--- config.mk ---
export PLATFORM = sky130hd
export DESIGN_NAME = sequenciador_registrador7b_flat
export DESIGN_NICKNAME = d
export VERILOG_FILES = /design/src/rtl/sequenciador_registrador7b_pkg.sv /design/src/rtl/sequenciador_registrador7b_if.sv /design/src/rtl/detector_borda.sv /design/src/rtl/sequenciador_registrador7b.sv /design/src/flat_wrapper.sv
export SDC_FILE = /design/constraint.sdc
export NUM_CORES = 1
export LEC_CHECK = 0
export CAP_MARGIN = 15
export CORE_UTILIZATION = 45
export DETAILED_ROUTE_END_ITERATION = 10
export DONT_BUFFER_PORTS = 1
export PLACE_DENSITY = 0.69
export SETUP_SLACK_MARGIN = 0.15
export SYNTH_ARGS = -nofsm -noshare
export SYNTH_HDL_FRONTEND = slang
export SYNTH_SLANG_ARGS = --single-unit
--- constraint.sdc ---
create_clock -name clk -period 4.4 [get_ports clk]
set_input_delay 0.88 -clock clk [delete_from_list [all_inputs] [get_ports clk]]
set_output_delay 0.88 -clock clk [all_outputs]
set_load 0.01 [all_outputs]
--- src/rtl/sequenciador_registrador7b_pkg.sv ---
// Shared definitions for the register-bank sequencer: operation codes,
// bank mode-select constants and the FSM state encoding.
package sequenciador_registrador7b_pkg;

  typedef enum logic [1:0] {
    OP_SERIAL   = 2'b00,
    OP_CLEAR    = 2'b01,
    OP_ROTATE   = 2'b10,
    OP_PARALLEL = 2'b11
  } op_e;

  localparam logic [1:0] CH_LOAD = 2'b00;
  localparam logic [1:0] CH_HOLD = 2'b01;

  typedef enum logic [1:0] {
    S_IDLE   = 2'b00,
    S_SHIFT  = 2'b01,
    S_SINGLE = 2'b10,
    S_DONE   = 2'b11
  } state_e;

endpackage

--- src/rtl/sequenciador_registrador7b_if.sv ---
// Control/data bundle between the sequencer, the UI and the 7-bit register bank.
interface sequenciador_registrador7b_if #(
  parameter int unsigned WIDTH = 7
);
  logic             btn_load;
  logic [1:0]       modo;
  logic [WIDTH-1:0] dado_in;
  logic [WIDTH-1:0] regs_q;
  logic [WIDTH-1:0] d;
  logic             ch1;
  logic             ch0;
  logic             sinal;
  logic             busy;
  logic             done;

  modport master (
    output btn_load, modo, dado_in, regs_q,
    input  d, ch1, ch0, sinal, busy, done
  );

  modport slave (
    input  btn_load, modo, dado_in, regs_q,
    output d, ch1, ch0, sinal, busy, done
  );
endinterface

--- src/rtl/detector_borda.sv ---
// Rising-edge detector for a clk-synchronous level; one-cycle pulse per 0->1.
module detector_borda (
  input  logic clk,
  input  logic rst_n,
  input  logic sinal_i,
  output logic borda_o
);
  logic prev_q;

  always_ff @(posedge clk) begin
    if (!rst_n) prev_q <= 1'b0;
    else        prev_q <= sinal_i;
  end

  assign borda_o = sinal_i & ~prev_q;
endmodule

--- src/rtl/sequenciador_registrador7b.sv ---
// Sequencer for the 7-bit register bank: on a load-button edge runs one
// serial load, clear, rotate or parallel load, with registered outputs.
module sequenciador_registrador7b
  import sequenciador_registrador7b_pkg::*;
#(
  parameter int unsigned WIDTH = 7
) (
  input  logic                         clk,
  input  logic                         rst_n,
  sequenciador_registrador7b_if.slave  bus
);
  localparam int unsigned   CW   = (WIDTH > 1) ? $clog2(WIDTH) : 1;
  localparam logic [CW-1:0] LAST = CW'(WIDTH - 1);

  state_e           state_q, state_d;
  op_e              op_q, op_d;
  logic [CW-1:0]    cnt_q, cnt_d;
  logic [WIDTH-1:0] word_q, word_d;
  logic [WIDTH-1:0] d_q, d_d;
  logic [1:0]       ch_q, ch_d;
  logic             sinal_q, sinal_d;
  logic             busy_q, busy_d;
  logic             done_q, done_d;
  logic             borda;
  logic             start;
  logic [WIDTH-1:0] bank_nx;

  detector_borda u_borda (
    .clk     (clk),
    .rst_n   (rst_n),
    .sinal_i (bus.btn_load),
    .borda_o (borda)
  );

  assign start = borda && (state_q == S_IDLE);

  // regs_q trails the registered d by one write; forward the write landing
  // on this edge so back-to-back shifts build on the bank's true next value.
  assign bank_nx = (sinal_q && (ch_q == CH_LOAD)) ? d_q : bus.regs_q;

  always_comb begin
    state_d = state_q;
    op_d    = op_q;
    cnt_d   = cnt_q;
    word_d  = word_q;
    d_d     = '0;
    ch_d    = CH_HOLD;
    sinal_d = 1'b0;
    busy_d  = 1'b0;
    done_d  = 1'b0;

    case (state_q)
      S_IDLE: begin
        if (start) begin
          word_d  = bus.dado_in;
          op_d    = op_e'(bus.modo);
          cnt_d   = '0;
          state_d = (op_e'(bus.modo) == OP_SERIAL) ? S_SHIFT : S_SINGLE;
        end
      end
      S_SHIFT: begin
        ch_d    = CH_LOAD;
        sinal_d = 1'b1;
        busy_d  = 1'b1;
        d_d     = {bank_nx[WIDTH-2:0], word_q[LAST - cnt_q]};
        if (cnt_q == LAST) begin
          cnt_d   = '0;
          state_d = S_DONE;
        end else begin
          cnt_d = cnt_q + 1'b1;
        end
      end
      S_SINGLE: begin
        ch_d    = CH_LOAD;
        sinal_d = 1'b1;
        busy_d  = 1'b1;
        case (op_q)
          OP_CLEAR:  d_d = '0;
          OP_ROTATE: d_d = {bank_nx[WIDTH-2:0], bank_nx[WIDTH-1]};
          default:   d_d = word_q;
        endcase
        state_d = S_DONE;
      end
      S_DONE: begin
        busy_d  = 1'b1;
        done_d  = 1'b1;
        state_d = S_IDLE;
      end
      default: state_d = S_IDLE;
    endcase
  end

  always_ff @(posedge clk) begin
    if (!rst_n) begin
      state_q <= S_IDLE;
      op_q    <= OP_SERIAL;
      cnt_q   <= '0;
      word_q  <= '0;
      d_q     <= '0;
      ch_q    <= CH_HOLD;
      sinal_q <= 1'b0;
      busy_q  <= 1'b0;
      done_q  <= 1'b0;
    end else begin
      state_q <= state_d;
      op_q    <= op_d;
      cnt_q   <= cnt_d;
      word_q  <= word_d;
      d_q     <= d_d;
      ch_q    <= ch_d;
      sinal_q <= sinal_d;
      busy_q  <= busy_d;
      done_q  <= done_d;
    end
  end

  assign bus.d     = d_q;
  assign bus.ch1   = ch_q[1];
  assign bus.ch0   = ch_q[0];
  assign bus.sinal = sinal_q;
  assign bus.busy  = busy_q;
  assign bus.done  = done_q;
endmodule

--- src/flat_wrapper.sv ---
// flat-port wrapper written by rule: the top's interface ports become plain ports
module sequenciador_registrador7b_flat import sequenciador_registrador7b_pkg::*;
#(
  parameter int unsigned WIDTH = 7
)
  (clk, rst_n, bus_btn_load, bus_modo, bus_dado_in, bus_regs_q, bus_d, bus_ch1, bus_ch0, bus_sinal, bus_busy, bus_done);
  sequenciador_registrador7b_if #(.WIDTH(WIDTH)) bus_i ();
  input  logic clk;
  input  logic rst_n;
  input wire logic [$bits(bus_i.btn_load)-1:0] bus_btn_load;
  input wire logic [$bits(bus_i.modo)-1:0] bus_modo;
  input wire logic [$bits(bus_i.dado_in)-1:0] bus_dado_in;
  input wire logic [$bits(bus_i.regs_q)-1:0] bus_regs_q;
  output wire logic [$bits(bus_i.d)-1:0] bus_d;
  output wire logic [$bits(bus_i.ch1)-1:0] bus_ch1;
  output wire logic [$bits(bus_i.ch0)-1:0] bus_ch0;
  output wire logic [$bits(bus_i.sinal)-1:0] bus_sinal;
  output wire logic [$bits(bus_i.busy)-1:0] bus_busy;
  output wire logic [$bits(bus_i.done)-1:0] bus_done;
  assign bus_i.btn_load = bus_btn_load;
  assign bus_i.modo = bus_modo;
  assign bus_i.dado_in = bus_dado_in;
  assign bus_i.regs_q = bus_regs_q;
  assign bus_d = bus_i.d;
  assign bus_ch1 = bus_i.ch1;
  assign bus_ch0 = bus_i.ch0;
  assign bus_sinal = bus_i.sinal;
  assign bus_busy = bus_i.busy;
  assign bus_done = bus_i.done;
  sequenciador_registrador7b #(.WIDTH(WIDTH)) u_core (.clk(clk), .rst_n(rst_n), .bus(bus_i));
endmodule
* After elaboration in Yosys (flattened, before gate mapping)
Index checks and enable logic that the tools add are counted.
** Word-level totals
- Register bits after elaboration :: 27
- Input port bits :: 19
- Output and inout port bits :: 12
- Word-level logic and storage cells :: 50
** Cells by class
- Add/subtract/negate cells :: 2
- Magnitude comparators :: 1
- Equal/unequal tests :: 8
- Muxes and demuxes :: 16
- Bitwise operators :: 2
- Reduce and logical (&&, ||, !) cells :: 11
** Operators by type and width (number)
- $pmux W7 S2 :: 2
- $pmux W2 S4 :: 1
- $mux W7 :: 1
- $eq A2 B2 Y1 const B :: 3
- $logic_not A2 Y1 :: 3
- $mux W2 :: 3
- $mux W3 :: 2
- $pmux W3 S2 :: 1
- $reduce_and A2 Y1 :: 3
- $mux W1 :: 5
- $eq A2 B1 Y1 const B :: 2
- $lt A3 B4 Y1 const B :: 1
- $ne A2 B1 Y1 const B :: 2
- $add A3 B1 Y3 const B :: 1
- $bmux W1 S3 :: 1
- $eq A3 B3 Y1 const B :: 1
- $reduce_or A3 Y1 :: 1
- $sub A3 B3 Y3 const A :: 1
- $logic_and A1 B1 Y1 :: 2
- $reduce_bool A2 Y1 :: 1
- $reduce_or A2 Y1 :: 1
- $and A1 B1 Y1 :: 1
- $not A1 Y1 :: 1

* Logic depth before layout (Yosys ltp)
Gate-level depths: netlist of the first run.
- Word-level depth :: 5
- Mapped depth :: 7
- Mapped depth without buffers :: 6

* Cells and area by module
Synthesis of the first run repeated with hierarchy kept, for this count alone.
** Unflattened totals
- Cell total of the unflattened synthesis :: 139
- Area total of the unflattened synthesis :: 1281.2 sq um
** Modules (own cells, without submodules)
- sequenciador_registrador7b :: instances 1, cells each 136, area each 1241.2 sq um, seq. area each 500.5 sq um
- detector_borda :: instances 1, cells each 3, area each 40.0 sq um, seq. area each 20.0 sq um

* Least setup slack after synthesis of the first run
Ideal clock, no wire load.
- Kind :: reg2reg
- Start point :: reg u_core.cnt_q[0]
- End point :: reg u_core.d_q[0], in the netlist u_core.bus.d[0]
- Data arrival time :: 1.583 ns
- Path slack :: 2.690 ns
- Cell stages (with the launch flop) :: 6
- Buffers on the path :: 0
- Cells stage by stage :: dfxtp_1 > inv_1 > ha_1 > mux4_1 > o2111ai_1 > o21ai_0
** Between the ends
- Cells in the longest elaborated chain, start to end :: 4
** Ends and longest elaborated chain
- start: declaration :: line sequenciador_registrador7b.sv:17 : logic [CW-1:0] cnt_q, cnt_d;
- start signal: assignment :: line sequenciador_registrador7b.sv:107 : cnt_q <= cnt_d;
- $sub A3 B3 Y3 :: line sequenciador_registrador7b.sv:65 : d_d = {bank_nx[WIDTH-2:0], word_q[LAST - cnt_q]};
- $bmux W1 S3 :: line sequenciador_registrador7b.sv:65
- $mux W1 (not written as such) :: line sequenciador_registrador7b.sv:65
- $pmux W7 S2 :: line sequenciador_registrador7b.sv:52 : case (state_q)
- end signal: assignment :: line sequenciador_registrador7b.sv:99 : d_q <= '0;
- end signal: assignment :: line sequenciador_registrador7b.sv:109 : d_q <= d_d;
- end: declaration :: line sequenciador_registrador7b.sv:19 : logic [WIDTH-1:0] d_q, d_d;
Every way passes these cells. The select of a mux whose other input is x is not followed.
A chain may end at the register's enable or synchronous reset.

* Final worst setup path of the first run
- Start point :: reg u_core.state_q[0]
- End point :: reg u_core.cnt_q[1]
** Between the ends
- Cells in the longest elaborated chain, start to end :: 4
- Elaborated cells on any way between the ends :: 7
- Classes of those cells :: eq/ne (2); mux (1); reduce/logical (4)
** Ends and longest elaborated chain
- start: declaration :: line sequenciador_registrador7b.sv:15 : state_e state_q, state_d;
- start signal: assignment :: line sequenciador_registrador7b.sv:105 : state_q <= state_d;
- $logic_not A2 Y1 :: line sequenciador_registrador7b.sv:35, sequenciador_registrador7b.sv:52
- $logic_and A1 B1 Y1 :: line sequenciador_registrador7b.sv:35 : assign start = borda && (state_q == S_IDLE);
- $ne A2 B1 Y1 (no line)
- $reduce_and A2 Y1 (no line)
Several ways; a longest one is shown, not always the timed one.

==> out/metrics.yaml, run 1 <==
outcome: "finished, final reports clean"
initial_utilization_pct: 47.1
synth.top_cell.area_share_pct: 40.4
worstReg2RegStart: "u_core.state_q[0]"
synthesis.yosys.warnings: 0
finalSetupViolCount: 0
synth.cell_area_um2: 1290
detailedRoute.firstIterationViolations: 17
post_cts_hold_buffer_count: 0
fp.dieArea_um2: 3080
antenna_cells_inserted: 0
final_layout_size_suffix_gt1_share_pct: 7.20
maxSlewViolCount: 0
postSynthAreaPerCell_um2: 10.1
drt-total-wl_um: 2320
ir_worst_vdd_mv: 0.323
fin_nets: 153
finalHoldWorstSlack_ps: 545
globalRouteOverflowTotal: 0
post-cts-setup-buffers: 0
vias_in_the_first_global_route: 853
crit-reg2reg-capture: "u_core.cnt_q[1]"
placedCellCount: 152
finalCriticalPeriod_ps: 1990
min_from: "u_core.op_q[1]"
synth.yosys.seq_area_share_pct: 40.4
p_leak_uw: 0.000565
multiInputGateArea_um2: 699
final-seq-area_um2: 520
dominantRegCellSynth: "sky130_fd_sc_hd__dfxtp_1"
finClkSkew_ps: 0.772
synth_cells: 127
power_density_nw_per_um2: 521
drtAntennaViolNets: 0
synthDistinctLibCells: 33
cap_violations: 0
critical_path_peak_fanout: 10
timing.hold.worst_path_depth: 2
cts-root-to-sink-buffers: 2
die_height_um: 55.5
detail_route.wl_per_cell_um: 14.9
final_min_period_over_clock_period_pct: 45.3
timing.setup.critical_path_class: "reg2reg"
dr.pass1.iters: 4
cts_tree: "yes"
kind_of_capture_point_of_the_worst_setup_path: "register"
max_freq_mhz: 502
cts-buffers-inserted: 3
cts-htree-levels: 1
synthMostInstantiatedCell: "sky130_fd_sc_hd__dfxtp_1"
io_pins: 31
final.setup.tns_ps: 0
ys_seq_elements: 26
critical_path.startpoint_type: "register"
worst_setup_hold_path_clk_slew_ps: 140
root_buffer: "sky130_fd_sc_hd__clkbuf_4"
netlist_top_cells_area: "sky130_fd_sc_hd__dfxtp_1, sky130_fd_sc_hd__mux2i_1, sky130_fd_sc_hd__ha_1"
final-instance-count-excl-fill: 156
worst_ep_arrival_time_ps: 2230
post_synth_most_frequent_cells: "sky130_fd_sc_hd__dfxtp_1, sky130_fd_sc_hd__mux2i_1, sky130_fd_sc_hd__nor2b_1"
hold-path-endpoint: "u_core.op_q[1]"
pin_count_of_the_biggest_net_entering_global_routing: 19
reg2reg_setup_slack_ps: 2410
clk-insertion-delay-late_ps: 320
post_synth_edffs: 0
routabilityCongestion: 0.738
synth_fp_nets: 154
worst-r2r-cell-count: 6
synth_area_leader_cell: "sky130_fd_sc_hd__dfxtp_1"
antenna_found_initial: 0
timing.final.hold_violations: 0
grt.total_usage_pct: 16.7
viasPerCell: 5.38
worst_slew_margin_rel_pct: 53.7
row_count: 19
grt_setup_unrepaired: "no"
post_synthesis_to_final_layout_area_growth_pct: 4.18
floorplan.die.width_um: 55.5
worst_slew_pin_slew_ps: 693
tritoncts_num_sinks: 26
critical_path_required_ps: 4630
via_count: 840
num-fill-cells: 254
hpwl_after_detailed_placement_um: 1770
core_area_um2: 2730
hold_class: "reg2reg"
asyncSetResetFlopFracSynth_pct: 0
port_buffers: 0
global_route_wire_length_before_repair_um: 4040
drc: 0
cts-resized-gates: 0
## cells by family (layout without fill, tap and decap cells)
family                     after synthesis  after routing  share of synthesized area (%)
buffers and inverters                   14             12                           5.25
xor gates and xnor gates                 1              1                          0.680
and+or+nand+nor                         37             37                           15.6
AOI/OAI and AO/OA                       18             18                           11.5
DFF                                     26             26                           40.4
adders and majority gates                8              8                           7.77
muxes                                   22             22                           18.5
other                                    1              1                          0.291
## registers in the layout (all words and copies together), names as in the netlist
register               cells
u_core.bus.sinal           1
u_core.bus.d               7
u_core.ch_q                1
u_core.u_borda.prev_q      1
u_core.bus.done            1
u_core.state_q             2
u_core.cnt_q               3
u_core.word_q              7
u_core.op_q                2
u_core.bus.busy            1
## area by class of cell
cell class,count,area share [%]
well taps,31,2.89
multi-input cells,87,52.1
inverters,8,2.24
flip-flops and latches,26,38.8
clock inverters,1,2.24
clock buffers,3,1.68
## cells in the final DEF (no fill, tap or decap)
cell,instances
sky130_fd_sc_hd__dfxtp_1,26
sky130_fd_sc_hd__mux2i_1,20
sky130_fd_sc_hd__nor2b_1,14
sky130_fd_sc_hd__nor2_1,9
sky130_fd_sc_hd__ha_1,8
sky130_fd_sc_hd__inv_1,7
sky130_fd_sc_hd__a2bb2oi_1,6
sky130_fd_sc_hd__nand2_1,5
sky130_fd_sc_hd__and2_1,3
sky130_fd_sc_hd__clkbuf_4,3
sky130_fd_sc_hd__a21oi_1,2
sky130_fd_sc_hd__a22oi_1,2
sky130_fd_sc_hd__nand3b_1,1
sky130_fd_sc_hd__inv_2,1
sky130_fd_sc_hd__o21ai_2,1
sky130_fd_sc_hd__and3_1,1
sky130_fd_sc_hd__o21a_1,1
sky130_fd_sc_hd__and3_2,1
sky130_fd_sc_hd__or3_1,1
sky130_fd_sc_hd__a21bo_1,1
sky130_fd_sc_hd__nand4b_1,1
sky130_fd_sc_hd__a21boi_2,1
sky130_fd_sc_hd__nand2b_1,1
sky130_fd_sc_hd__o211a_1,1
sky130_fd_sc_hd__mux2_2,1
sky130_fd_sc_hd__xnor2_1,1
sky130_fd_sc_hd__mux4_1,1
sky130_fd_sc_hd__o221ai_1,1
sky130_fd_sc_hd__o2111ai_1,1
sky130_fd_sc_hd__o21ai_0,1
sky130_fd_sc_hd__conb_1,1
sky130_fd_sc_hd__bufinv_16,1
## worst max path at each step
stage | cells past startpoint | slack [ps] | start | end
after floorplan | 5 | 2690 | u_core.cnt_q[0] | u_core.bus.d[0]
after global placement | 4 | 2390 | bus_btn_load | u_core.cnt_q[1]
after detailed placement | 4 | 2340 | bus_btn_load | u_core.cnt_q[1]
after CTS | 6 | 2410 | u_core.state_q[0] | u_core.cnt_q[1]
after global routing | 6 | 2280 | u_core.state_q[1] | u_core.cnt_q[2]
final | 6 | 2410 | u_core.state_q[0] | u_core.cnt_q[1]
## per-stage QoR
stage	setup slack, ps	utilization (%)	power [µW]	instance area (µm²)
CTS	2410	49.1	703	1340
global route	2280	49.1	743	1340
floorplan	2690	-	506	1290
finish	2410	49.1	699	1340
global placement	2390	47.1	530	1290
detailed placement	2340	47.1	541	1290
## worst max-delay path, cell delays in order (launching register included)
cell,delay (ps)
sky130_fd_sc_hd__dfxtp_1,420
sky130_fd_sc_hd__inv_1,80
sky130_fd_sc_hd__ha_1,310
sky130_fd_sc_hd__nand3b_1,520
sky130_fd_sc_hd__o21ai_2,200
sky130_fd_sc_hd__and3_1,220
sky130_fd_sc_hd__o21a_1,160
## metal layers
layer	part of all wire, %	GRT usage [%]	vias up	routed length [µm]
met1	49	23.6	388	1150
met4	0.99	7.50	0	23
met2	46	25.6	17	1080
met5	0	0	-	0
li1	-	-	433	-
met3	3.0	2.11	2	69
## report_power, final
part / switching (µW) / internal (µW)
Clock: 73.0 / 92.1
Combinational: 122 / 105
Sequential: 35.0 / 271
Total: 230 / 469
Power figures use the tool's default switching activity.
==> run 2: changes to the inputs <==
--- a/config.mk
+++ b/config.mk
@@ -9,7 +9,7 @@
 export CORE_UTILIZATION = 45
 export DETAILED_ROUTE_END_ITERATION = 10
 export DONT_BUFFER_PORTS = 1
-export PLACE_DENSITY = 0.69
+export PLACE_DENSITY = 0.71
 export SETUP_SLACK_MARGIN = 0.15
 export SYNTH_ARGS = -nofsm -noshare
 export SYNTH_HDL_FRONTEND = slang
==> constraint.sdc (replaced) <==
create_clock -name clk -period 1.72 [get_ports clk]
set_input_delay 0.344 -clock clk [delete_from_list [all_inputs] [get_ports clk]]
set_output_delay 0.344 -clock clk [all_outputs]
set_load 0.01 [all_outputs]
==> out/metrics.yaml, run 2 (synthesis results as in run 1) <==
outcome: "finished, final reports clean"
timing.setup.critical_path_class: "reg2reg"
grtUsageMet1_pct: 20.7  # -2.9 points
cp_cell_instances: "inv_2 > ha_4 > mux4_2 > o2111ai_1 > o21ai_1"
mostFrequentLayoutCell: "sky130_fd_sc_hd__dfxtp_1"
power_density_nw_per_um2: 1300  # +150%
p_int_uw: 1190  # +150%
cp-startpoint: "u_core.cnt_q[0]"
stdcell_area_um2: 1390  # +3.8%
finalSetupViolCount: 0  # unchanged
swShare_pct: 34.3  # +1.4 points
busiest_layer: "met2"
antenna_cells_inserted: 0  # unchanged
detailedRoute.firstIterationViolations: 14  # -3
cap_violations: 0  # unchanged
worstReg2RegStart: "u_core.cnt_q[0]"
globalRouteOverflowTotal: 0  # unchanged
final_layout_size_suffix_gt1_share_pct: 16.2  # +9.0 points
grt_setup_unrepaired: "yes"
critical_path_peak_fanout: 3  # -7
finClkSkew_ps: 1.19  # +0.415 ps
via_count: 891  # +6.1%
reg2reg_setup_slack_ps: 170  # -2240 ps
global_route_wire_length_before_repair_um: 3830  # -5.1%
row_count: 19  # unchanged
cts_tree: "yes"
floorplan.die.width_um: 55.5  # unchanged
dpl-instance-area_um2: 1340  # +3.6%
io_pins: 31  # unchanged
global_route.usage.met3_pct: 3.28  # +1.2 points
hpwl_after_detailed_placement_um: 1810  # +2.7%
cts-root-to-sink-buffers: 2  # unchanged
maxSlewViolCount: 0  # unchanged
p_leak_uw: 0.000580  # +2.6%
worst_setup_hold_path_clk_slew_ps: 150  # about the same
dr.pass1.iters: 4  # unchanged
post_synthesis_to_final_layout_area_growth_pct: 8.16
cts-htree-levels: 1  # unchanged
pin_count_of_the_biggest_net_entering_global_routing: 19  # unchanged
hold_class: "in2reg"
share_comb_of_total_power_pct: 35.9  # +3.4 points
clk-insertion-delay-late_ps: 340  # +20 ps
sw_pwr_uw: 621  # +170%
ir_worst_vdd_mv: 0.810  # +150%
worst_ep_arrival_time_ps: 1800  # -430 ps
routabilityCongestion: 0.798  # +8.1%
root_buffer: "sky130_fd_sc_hd__clkbuf_4"
drc: 0  # unchanged
vias_in_the_first_global_route: 838  # -1.8%
critical_path.startpoint_type: "register"
finalCriticalPeriod_ps: 1550  # -441 ps
core_area_um2: 2730  # unchanged
worst_setup_path_endpoint: "u_core.bus.d[0]"
grt.met2_usage_pct: 25.3  # -0.34 points
fin_nets: 158  # +3.3%
clockPowerShare_pct: 20.9  # -2.7 points
path_buf_inv: 1  # unchanged
initial_utilization_pct: 47.1  # unchanged
final_min_period_over_clock_period_pct: 90.3  # +45 points
crit-reg2reg-capture: "u_core.bus.d[0]"
port_buffers: 0  # unchanged
die_height_um: 55.5  # unchanged
timing.final.hold_violations: 0  # unchanged
viasPerCell: 5.53  # +2.8%
critPathMaxStageDelay_ps: 490  # -30 ps
final.setup.tns_ps: 0  # unchanged
max_freq_mhz: 644  # +28%
drtAntennaViolNets: 0  # unchanged
antenna_found_initial: 0  # unchanged
cp_slowest_cell: "sky130_fd_sc_hd__mux4_2"
detail_route.wl_per_cell_um: 14.5  # -2.6%
critical_path_required_ps: 1970  # -2660 ps
layout_common_cells: "sky130_fd_sc_hd__dfxtp_1, sky130_fd_sc_hd__mux2i_1, sky130_fd_sc_hd__nor2b_1, sky130_fd_sc_hd__nor2_1"
cp_top_family: "multiplexers"
cts-buffers-inserted: 3  # unchanged
grt.total_usage_pct: 15.9  # -0.84 points
tritoncts_num_sinks: 26  # unchanged
worst-r2r-cell-count: 5  # -1
kind_of_capture_point_of_the_worst_setup_path: "register"
power.share.sequential_pct: 43.2  # -0.7 points
fp.dieArea_um2: 3080  # unchanged
drt-total-wl_um: 2330  # +0.52%
logic_depth_of_the_worst_path_buffers_included: 5  # -1
==> run 2: cell count changes in the layout (fill, tap and decap cells not counted), moves of 2 or more <==
cell | previous run | this run
sky130_fd_sc_hd__ha_2 | 0 | 2
sky130_fd_sc_hd__ha_1 | 8 | 5
sky130_fd_sc_hd__buf_4 | 0 | 5
sky130_fd_sc_hd__dfxtp_1 | 26 | 24
==> run 2: power groups by stage <==
| stage | clock network, µW | registers, µW | logic, µW |
|---|---|---|---|
| 2_1_floorplan | 0 | 776 | 524 |
| 3_3_place_gp | 0 | 795 | 605 |
| 3_5_place_dp | 0 | 800 | 629 |
| 4_1_cts | 379 | 782 | 641 |
| 5_1_grt | 398 | 793 | 728 |
| 6_report | 378 | 783 | 651 |
==> run 2: how the worst min path moves through the flow <==
| stage | from | endpoint | depth (start not counted) |
|---|---|---|---|
| after CTS | rst_n | u_core.cnt_q[1] | 1 |
| after detailed placement | rst_n | u_core.cnt_q[1] | 1 |
| final | rst_n | u_core.cnt_q[1] | 1 |
| after global routing | rst_n | u_core.cnt_q[1] | 1 |
| after floorplan | bus_btn_load | u_core.u_borda.prev_q | 1 |
| after global placement | bus_btn_load | u_core.u_borda.prev_q | 1 |
==> run 2: layout make-up <==
type,count,area (µm²)
Fill cell,245,1340
Timing Repair Buffer,5,37.5
Tap cell,31,38.8
Clock buffer,4,47.5
Inverter,8,30.0
Sequential cell,26,526
Multi-Input combinational cell,87,713
==> run 2: what timing repair did <==
action	4_1_cts	5_1_grt
setup buffers	1	0
pin swaps	1	2
hold buffers	0	0
resized for setup	1	3
endpoints found under the setup margin	5	15
==> run 2: per-layer routing <==
metal / vias to the layer above / wire [µm] / part of all wire [%]
met2: 30 / 1150 / 49
met1: 423 / 1020 / 44
met4: 0 / 32 / 1.4
met5: - / 0 / 0
li1: 435 / - / -
met3: 3 / 127 / 5.4
==> run 2: stage by stage <==
| step | utilization, % | power, µW | std cells | worst slack [ps] | hold WS, ps |
|---|---|---|---|---|---|
| floorplan | - | 1300 | 127 | 161 | 466 |
| global placement | 48.8 | 1400 | 156 | 131 | 470 |
| detailed placement | 48.8 | 1430 | 156 | 72.0 | 470 |
| CTS | 50.9 | 1800 | 161 | 133 | 112 |
| global route | 50.9 | 1920 | 161 | 118 | 101 |
| finish | 50.9 | 1810 | 161 | 167 | 105 |
==> run 3: changes to the inputs <==
--- a/config.mk
+++ b/config.mk
@@ -6,11 +6,12 @@
 export NUM_CORES = 1
 export LEC_CHECK = 0
 export CAP_MARGIN = 15
-export CORE_UTILIZATION = 45
+export CORE_UTILIZATION = 30
 export DETAILED_ROUTE_END_ITERATION = 10
 export DONT_BUFFER_PORTS = 1
-export PLACE_DENSITY = 0.71
+export PLACE_DENSITY = 0.54
 export SETUP_SLACK_MARGIN = 0.15
 export SYNTH_ARGS = -nofsm -noshare
 export SYNTH_HDL_FRONTEND = slang
 export SYNTH_SLANG_ARGS = --single-unit
+export TNS_END_PERCENT = 10
==> out/metrics.yaml, run 3 (synthesis results as in run 1) <==
finalCriticalPeriod_ps: 1540  # -13.7 ps
global_route_wire_length_before_repair_um: 4030  # +5.2%
fp.dieArea_um2: 4560  # +48%
swShare_pct: 33.0  # -1.3 points
die_height_um: 67.5  # +22%
worst_slack_ps: 181  # +13.6 ps
post-layout-total-power_uw: 1880  # +3.5%
critical_path.startpoint_type: "register"
timing.setup.critical_path_class: "reg2reg"
maxSlewViolCount: 0  # unchanged
drt-total-wl_um: 2510  # +7.5%
ir_worst_vdd_mv: 0.615  # -24%
tritoncts_num_sinks: 26  # unchanged
io_pins: 31  # unchanged
detail_route.wl_per_cell_um: 14.0  # -3.3%
share_comb_of_total_power_pct: 34.1  # -1.8 points
timing.final.hold_violations: 0  # unchanged
core_area_um2: 4060  # +48%
layout_common_cells: "sky130_fd_sc_hd__dfxtp_1, sky130_fd_sc_hd__mux2i_1, sky130_fd_sc_hd__nor2b_1, sky130_fd_sc_hd__nor2_1"
critPathMaxStageDelay_ps: 490  # about the same
finalHoldWorstSlack_ps: 186  # +80.2 ps
initial_utilization_pct: 31.7  # -15 points
kind_of_capture_point_of_the_worst_setup_path: "register"
max_freq_mhz: 650  # +0.89%
final_min_period_over_clock_period_pct: 89.5  # -0.79 points
dr.pass1.iters: 3  # -1
root_buffer: "sky130_fd_sc_hd__clkbuf_8"
finalSetupViolCount: 0  # unchanged
port_buffers: 0  # unchanged
grt.total_usage_pct: 12.1  # -3.8 points
cts-buffers-inserted: 3  # unchanged
stdcell_area_um2: 1430  # +2.6%
power.share.sequential_pct: 41.7  # -1.5 points
power_density_nw_per_um2: 1310  # +0.87%
timing.hold.worst_path_depth: 1  # unchanged
viasPerCell: 4.82  # -13%
post_synthesis_to_final_layout_area_growth_pct: 11.0
worstReg2RegStart: "u_core.cnt_q[0]"
floorplan.die.width_um: 67.5  # +22%
hold-path-endpoint: "u_core.cnt_q[1]"
hold_class: "in2reg"
fin_nets: 157  # -0.63%
cts-root-to-sink-buffers: 2  # unchanged
final.setup.tns_ps: 0  # unchanged
dpl-instance-area_um2: 1350  # +1.2%
cts_tree: "yes"
reg2reg_setup_slack_ps: 180  # about the same
final_layout_size_suffix_gt1_share_pct: 15.5  # -0.65 points
mostFrequentLayoutCell: "sky130_fd_sc_hd__dfxtp_1"
cp_cell_instances: "inv_2 > ha_4 > mux4_2 > o2111ai_1 > o21ai_1"
clk-insertion-delay-late_ps: 270  # -70 ps
antenna_cells_inserted: 0  # unchanged
place_worst_setup_slack_ps: 68.0  # -4.00 ps
worst-r2r-cell-count: 5  # unchanged
hpwl_after_detailed_placement_um: 1960  # +8.1%
vias_in_the_first_global_route: 858  # +2.4%
pin_count_of_the_biggest_net_entering_global_routing: 19  # unchanged
row_count: 23  # +4
worst_ep_arrival_time_ps: 1710  # -90 ps
crit-reg2reg-capture: "u_core.bus.d[0]"
cap_violations: 0  # unchanged
globalRouteOverflowTotal: 0  # unchanged
outcome: "finished, final reports clean"
critical_path_peak_fanout: 3  # unchanged
cp_slowest_cell: "sky130_fd_sc_hd__mux4_2"
drtAntennaViolNets: 0  # unchanged
sw_pwr_uw: 619  # -0.44%
critical_path_required_ps: 1890  # -80 ps
min_from: "rst_n"
finClkSkew_ps: 5.13  # +3.95 ps
routabilityCongestion: 0.757  # -5.2%
post_cts_hold_buffer_count: 0  # unchanged
worst_setup_hold_path_clk_slew_ps: 90  # -60 ps
detailedRoute.firstIterationViolations: 12  # -2
via_count: 863  # -3.1%
drc: 0  # unchanged
p_int_uw: 1260  # +5.6%
antenna_found_initial: 0  # unchanged
cts-htree-levels: 1  # unchanged
clockPowerShare_pct: 24.1  # +3.2 points
grt_setup_unrepaired: "yes"
p_leak_uw: 0.000583  # +0.56%
## run 3: how the worst max path moves through the flow
stage                           start  slack [ps]                to
floorplan             u_core.cnt_q[0]         160   u_core.bus.d[0]
global placement      u_core.cnt_q[0]         120   u_core.bus.d[0]
detailed placement    u_core.cnt_q[0]          70   u_core.bus.d[0]
CTS                 u_core.state_q[0]         160  u_core.word_q[2]
global route           u_core.op_q[0]         130   u_core.bus.d[6]
finish                u_core.cnt_q[0]         180   u_core.bus.d[0]
## run 3: power groups by stage
stage | registers (µW) | clock network [µW] | logic [µW]
final | 783 | 453 | 640
after global routing | 796 | 493 | 733
after CTS | 784 | 465 | 638
after detailed placement | 803 | 0 | 625
after global placement | 799 | 0 | 602
after floorplan | 776 | 0 | 524
## run 3: routing by layer
metal	wire length, µm	global-route usage [%]	vias to the layer above
li1	-	-	435
met1	1150	14.5	404
met2	1190	19.4	17
met3	102	3.21	7
met4	57	6.91	0
met5	0	0	-
## run 3: timing repair
item,CTS,global route
pin swaps,0,0
resized for setup,1,3
setup endpoints to repair,1,19
buffers inserted,1,0
## run 3: critical path, delay by kind of cell, from the launching register on
family	cells	cell delay, ps
flops	1	360
buf+inv	1	40
fa+ha+maj	1	280
mux	1	490
compound gates	2	260
## run 3: stage by stage
step	instances	utilization [%]
after global placement	174	33.3
after detailed placement	174	33.3
after CTS	179	35.0
after floorplan	127	-
final	179	35.2
after global routing	179	35.2
## run 3: area by class of cell
class / count / area, µm²
Inverter: 8 / 30.0
Tap cell: 50 / 62.6
Clock buffer: 4 / 66.3
Fill cell: 407 / 2630
Multi-Input combinational cell: 87 / 716
Timing Repair Buffer: 4 / 30.0
Sequential cell: 26 / 524
